**src/rtl/mul_sign_ctrl_pkg.sv**
```systemverilog
// Shared types and helpers for the RV32M multiply sign-control wrapper.
// The MUL_ZERO_SHORTCUT_EN option is handled in mul_sign_ctrl.sv.
package mul_sign_ctrl_pkg;

  typedef enum logic [1:0] {
    MUL_OP_MUL    = 2'b00,
    MUL_OP_MULH   = 2'b01,
    MUL_OP_MULHSU = 2'b10,
    MUL_OP_MULHU  = 2'b11
  } mul_op_e;

  typedef enum logic [2:0] {
    IDLE,
    LAUNCH,
    WAIT,
    FIXUP,
    RESP
  } mul_state_e;

  localparam int unsigned MAX_WAIT_DEFAULT = 40;

  function automatic logic op_a_signed(input mul_op_e op);
    return (op == MUL_OP_MULH) || (op == MUL_OP_MULHSU);
  endfunction

  function automatic logic op_b_signed(input mul_op_e op);
    return op == MUL_OP_MULH;
  endfunction

  // Two's-complement magnitude; 0x80000000 maps to itself, which is right as unsigned.
  function automatic logic [31:0] mag(input logic [31:0] x, input logic is_signed);
    return (is_signed && x[31]) ? (~x + 32'd1) : x;
  endfunction

endpackage

```
**src/rtl/mul_sign_fix.sv**
```systemverilog
// Combinational 64-bit conditional negate followed by upper/lower word select.
// Shared with the divider wrapper.
module mul_sign_fix (
  input  logic [63:0] prod,
  input  logic        neg,
  input  logic        hi_sel,
  output logic [31:0] word
);

  logic [63:0] fixed;

  always_comb begin
    fixed = neg ? (~prod + 64'd1) : prod;
    word  = hi_sel ? fixed[63:32] : fixed[31:0];
  end

endmodule

```
**src/rtl/mul_sign_ctrl.sv**
```systemverilog
// RV32M multiply front/back stage around an unsigned shift-add core.
// Define MUL_ZERO_SHORTCUT_EN to answer zero-operand requests without the core.
module mul_sign_ctrl
  import mul_sign_ctrl_pkg::*;
#(
  parameter int unsigned MAX_WAIT = MAX_WAIT_DEFAULT
) (
  input  logic        clk,
  input  logic        reset,
  input  logic        req_valid,
  output logic        req_ready,
  input  logic [1:0]  req_op,
  input  logic [31:0] req_rs1,
  input  logic [31:0] req_rs2,
  output logic        resp_valid,
  output logic [31:0] resp_data,
  output logic        resp_err,
  output logic [31:0] mul_a,
  output logic [31:0] mul_b,
  output logic        mul_init,
  input  logic        mul_ready,
  input  logic [31:0] mul_hi,
  input  logic [31:0] mul_lo
);

  mul_state_e  state_q, state_d;
  mul_op_e     op_q, op_d;
  logic        neg_q, neg_d;
  logic        err_q, err_d;
  logic [31:0] a_q, a_d;
  logic [31:0] b_q, b_d;
  logic [31:0] cnt_q, cnt_d;
  logic [63:0] prod_q, prod_d;
  logic [31:0] data_q, data_d;
  logic [31:0] fix_word;
  mul_op_e     req_op_e;
  logic        a_sgn, b_sgn;

  assign req_op_e = mul_op_e'(req_op);
  assign a_sgn    = op_a_signed(req_op_e);
  assign b_sgn    = op_b_signed(req_op_e);

  mul_sign_fix u_sign_fix (
    .prod   (prod_q),
    .neg    (neg_q),
    .hi_sel (op_q != MUL_OP_MUL),
    .word   (fix_word)
  );

  always_comb begin
    state_d = state_q;
    op_d    = op_q;
    neg_d   = neg_q;
    err_d   = err_q;
    a_d     = a_q;
    b_d     = b_q;
    cnt_d   = cnt_q;
    prod_d  = prod_q;
    data_d  = data_q;
    unique case (state_q)
      IDLE: begin
        if (req_valid) begin
          op_d    = req_op_e;
          neg_d   = (a_sgn & req_rs1[31]) ^ (b_sgn & req_rs2[31]);
          a_d     = mag(req_rs1, a_sgn);
          b_d     = mag(req_rs2, b_sgn);
          err_d   = 1'b0;
          state_d = LAUNCH;
`ifdef MUL_ZERO_SHORTCUT_EN
          if ((req_rs1 == 32'd0) || (req_rs2 == 32'd0)) begin
            data_d  = 32'd0;
            state_d = RESP;
          end
`endif
        end
      end
      LAUNCH: begin
        // Ready is not looked at here: it may still be high from the previous product.
        cnt_d   = 32'd0;
        state_d = WAIT;
      end
      WAIT: begin
        if (mul_ready) begin
          prod_d  = {mul_hi, mul_lo};
          state_d = FIXUP;
        end else begin
          cnt_d = cnt_q + 32'd1;
          if ((MAX_WAIT != 0) && (cnt_d >= 32'(MAX_WAIT - 1))) begin
            err_d   = 1'b1;
            data_d  = 32'd0;
            state_d = RESP;
          end
        end
      end
      FIXUP: begin
        data_d  = fix_word;
        state_d = RESP;
      end
      RESP: begin
        state_d = IDLE;
      end
      default: begin
        state_d = IDLE;
      end
    endcase
  end

  always_ff @(posedge clk) begin
    if (reset) begin
      state_q <= IDLE;
      op_q    <= MUL_OP_MUL;
      neg_q   <= 1'b0;
      err_q   <= 1'b0;
      a_q     <= 32'd0;
      b_q     <= 32'd0;
      cnt_q   <= 32'd0;
      prod_q  <= 64'd0;
      data_q  <= 32'd0;
    end else begin
      state_q <= state_d;
      op_q    <= op_d;
      neg_q   <= neg_d;
      err_q   <= err_d;
      a_q     <= a_d;
      b_q     <= b_d;
      cnt_q   <= cnt_d;
      prod_q  <= prod_d;
      data_q  <= data_d;
    end
  end

  assign req_ready  = (state_q == IDLE);
  assign mul_init   = (state_q == LAUNCH);
  assign resp_valid = (state_q == RESP);
  assign resp_err   = (state_q == RESP) & err_q;
  assign resp_data  = data_q;
  assign mul_a      = a_q;
  assign mul_b      = b_q;

endmodule

```
**config.mk**
```make
export PLATFORM = sky130hd
export DESIGN_NAME = mul_sign_ctrl
export DESIGN_NICKNAME = d
export VERILOG_FILES = /design/src/rtl/mul_sign_ctrl_pkg.sv /design/src/rtl/mul_sign_fix.sv /design/src/rtl/mul_sign_ctrl.sv
export SDC_FILE = /design/constraint.sdc
export NUM_CORES = 1
export LEC_CHECK = 0
export CORE_ASPECT_RATIO = 0.9
export CORE_MARGIN = 5
export CORE_UTILIZATION = 45
export CTS_BUF_LIST = sky130_fd_sc_hd__clkbuf_4
export CTS_CLUSTER_SIZE = 14
export DETAILED_ROUTE_END_ITERATION = 10
export PLACE_DENSITY_LB_ADDON = 0.2
export RECOVER_POWER = 100
export SETUP_SLACK_MARGIN = 0.3
export SLEW_MARGIN = 20
export SYNTH_ARGS = -nofsm -noshare
export SYNTH_HDL_FRONTEND = slang
export SYNTH_SLANG_ARGS = --single-unit
```
**constraint.sdc**
```tcl
create_clock -name clk -period 3.8 [get_ports clk]
set_input_delay 1.14 -clock clk [delete_from_list [all_inputs] [get_ports clk]]
set_output_delay 1.14 -clock clk [all_outputs]
set_load 0.03 [all_outputs]
```
==> impl_metrics.env <==
export IMPL_status="finished, violations left"
export IMPL_violations="capacitance limit, slew limit"
export IMPL_grt_use_total=0.2360
export IMPL_cp_end_kind="flip-flop"
export IMPL_internal_power_mw=3.087
export IMPL_drtPass1Iterations=5
export IMPL_layout_drive_gt1_share=0.06586
export IMPL_cts_buffer_depth=2
export IMPL_cts_root_buf="clkbuf_4"
export IMPL_die_area_um2=27420
export IMPL_path_clk_slew_ps=170
export IMPL_worst_hold_path_type="reg2reg"
export IMPL_io_pins=234
export IMPL_relSlewSlack=-0.1800
export IMPL_synth_area_leaders="dfxtp_1, nand2_1, a21oi_1, nor2_1, xor2_1"
export IMPL_finalCritPeriodShare=0.9226
export IMPL_dp_worst_setup_slack_ps=-159.6
export IMPL_fp_dieW_um=174.0
export IMPL_clock_sinks=199
export IMPL_synth_largest_area_cell="dfxtp_1"
export IMPL_worstSkewPairLatency_ps=610
export IMPL_grt_pass1_vias=10220
export IMPL_min_path_cells=2
export IMPL_grt_pass1_wl_mm=53.45
export IMPL_numCtsBuffers=17
export IMPL_vias=11270
export IMPL_pwr_share_comb=0.277
export IMPL_p_leak_nw=5.209
export IMPL_switching_power_mw=1.702
export IMPL_path_class="in2reg"
export IMPL_synth_flop_cell="dfxtp_1"
export IMPL_synth_async_reset_ratio=0
export IMPL_num_rows=54
export IMPL_p_seq_frac=0.476
export IMPL_antenna_found_initial=4
export IMPL_syn_to_final_growth_pct=28.13
export IMPL_rr_worst_depth=11
export IMPL_hold_viol_final=0
export IMPL_start_util=0.4528
export IMPL_start_kind="primary input"
export IMPL_ir_drop_uv=281.7
export IMPL_cp_required_ps=4270
export IMPL_min_period_ps=3506
export IMPL_fillers=2341
export IMPL_crit_fanout=3
export IMPL_hold_ws_ps=464.2
export IMPL_seq_area_frac_synth=0.3658
export IMPL_antenna_left=0
export IMPL_synth_seq_cells=199
export IMPL_synth_top_area_share=0.3658
export IMPL_p_sw_frac=0.3553
export IMPL_vias_per_cell=5.736
export IMPL_power_frac_clock=0.247
export IMPL_ys_warn_count=0
export IMPL_syn_area_um2=10890
export IMPL_fin_nets=1782
export IMPL_post_cts_buffers=0
export IMPL_die_h_um=157.6
export IMPL_synth_edff_count=0
export IMPL_ys_types=67
export IMPL_rsz0062_at_grt="true"
export IMPL_finClkSkew_ps=45.02
export IMPL_remaining_drc_errors=0
export IMPL_worst_slew_pin_slew_ps=1769
export IMPL_fmax_ghz=0.2852
export IMPL_setup_viol=0
export IMPL_maxSlewViolCount=148
export IMPL_drv_cap=3
export IMPL_h_tree_depth=4
export IMPL_wl_per_cell_um=17.19
export IMPL_p_per_area_nw_per_um2=343.1
export IMPL_wl_mm=33.78
export IMPL_place_congestion=0.8881
export IMPL_syn_area_per_cell_um2=7.585
export IMPL_final_core_util=0.5802
export IMPL_core_area_um2=24050
export IMPL_fin_tns_setup_ps=0
export IMPL_syn_inst=1436
export IMPL_register_area_um2=3985
export IMPL_fin_ws_ps=294.1
export IMPL_globalRouteOverflowTotal=0
export IMPL_multi_input_area_um2=6489
export IMPL_worstPathArrival_ps=3980
export IMPL_grt_max_degree=74
export IMPL_drt_iter0_markers=860
export IMPL_synth_fp_nets=1576
export IMPL_dpl_hpwl_mm=24.76
export IMPL_cts_tree="done"
export IMPL_port_buffers=233
==> routing by layer <==
| layer | GRT usage | wire length, µm |
|---|---|---|
| met1 | 0.3149 | 14880 |
| met2 | 0.3713 | 15190 |
| met3 | 0.07880 | 3094 |
| met4 | 0.06031 | 586 |
| met5 | 0 | 32 |
==> stage by stage <==
step                      instances  cell area, µm²  total power [mW]
after floorplan                1436           10890             3.119
after global placement         1931           13700             3.656
after detailed placement       1931           13700             3.672
after CTS                      1963           13990             4.845
after global routing           1965           13960             5.017
final                          1965           13960             4.789
==> critical path, cell delays in order <==
cell and delay (ps):
dlygate4sd3_1 560, or4_1 560, or3_1 340, or3_1 340, nor3_1 230, nor3b_1 280
a21oi_1 120, xnor2_1 150, a211oi_1 260
==> logic make-up after synthesis <==
logic type / after synthesis / share of synthesized area
compound gates: 407 / 0.2379
xor+xnor: 104 / 0.08363
fa+ha+maj: 6 / 0.006892
buf+inv: 113 / 0.03998
flops: 199 / 0.3658
mux: 7 / 0.006433
simple gates: 600 / 0.2594
==> synthesized netlist by cell type (8+ instances only) <==
master and number:
nand2_1 241, dfxtp_1 199, nor2_1 153, a21oi_1 137, clkbuf_1 91, o21ai_0 82, xor2_1 63, a211oi_1 58
nor3_1 42, xnor2_1 41, nand3_1 27, o31ai_1 25, or3_1 25, nor4_1 20, or4_1 16, a311oi_1 15
inv_1 15, nand4_1 13, a31oi_1 12, a22o_1 10, o41ai_1 10, a21o_1 9, and2_1 9, and3_1 8
nor3b_1 8
==> sequential cells by signal (all words and copies together) (netlist names) <==
signal and flops:
prod_q 64, mul_b 32, resp_data 32, cnt_q 32, op_q 2, mul_a 32
neg_q 1, state_q 3, err_q 1
==> placed cells by master, fill, tap and decap left out, types with 6 or more instances in the layout <==
master / count
nand2_1: 241
dfxtp_1: 198
nor2_1: 150
a21oi_1: 137
clkdlybuf4s50_1: 127
dlygate4sd3_1: 104
o21ai_0: 82
xor2_1: 63
a211oi_1: 58
nor3_1: 41
xnor2_1: 41
buf_4: 39
nand3_1: 27
or3_1: 25
o31ai_1: 25
nor4_1: 20
clkbuf_4: 19
or4_1: 16
inv_1: 15
a311oi_1: 15
nand4_1: 13
a31oi_1: 12
o41ai_1: 10
a22o_1: 10
a21o_1: 9
and2_1: 8
and3_1: 8
nor3b_1: 7
or2_2: 7
mux2i_1: 7
ha_1: 6
inv_6: 6
==> final cells by class <==
cell class / instances / share of cell area
inverters: 15 / 0.004034
diodes: 2 / 0.0003586
clock inverters: 14 / 0.01148
clock buffers: 18 / 0.009683
repair buffers: 285 / 0.1963
flip-flops and latches: 199 / 0.2855
well taps: 308 / 0.02761
multi-input cells: 1124 / 0.4649
==> worst paths after layout <==
check | start | to | slack, ps
max | req_rs1[20] | mul_a[30] | 290
min | mul_b[31] | mul_b[31] | 460
max reg2reg | cnt_q[0] | resp_data[23] | 430
min reg2reg | mul_b[31] | mul_b[31] | 460
==> power by group through the flow <==
stage / Combinational (mW) / Sequential [mW] / Clock [mW]
2_1_floorplan: 0.684 / 2.43 / 0
3_3_place_gp: 1.33 / 2.32 / 0
3_5_place_dp: 1.35 / 2.32 / 0
4_1_cts: 1.36 / 2.28 / 1.21
5_1_grt: 1.44 / 2.29 / 1.28
6_report: 1.33 / 2.28 / 1.18
==> what timing repair did <==
item | in CTS | in global routing
hold buffers | 0 | 0
setup endpoints to repair | 1 | 28
resized for setup | 1 | 5
(Power assumes the default switching activity.)
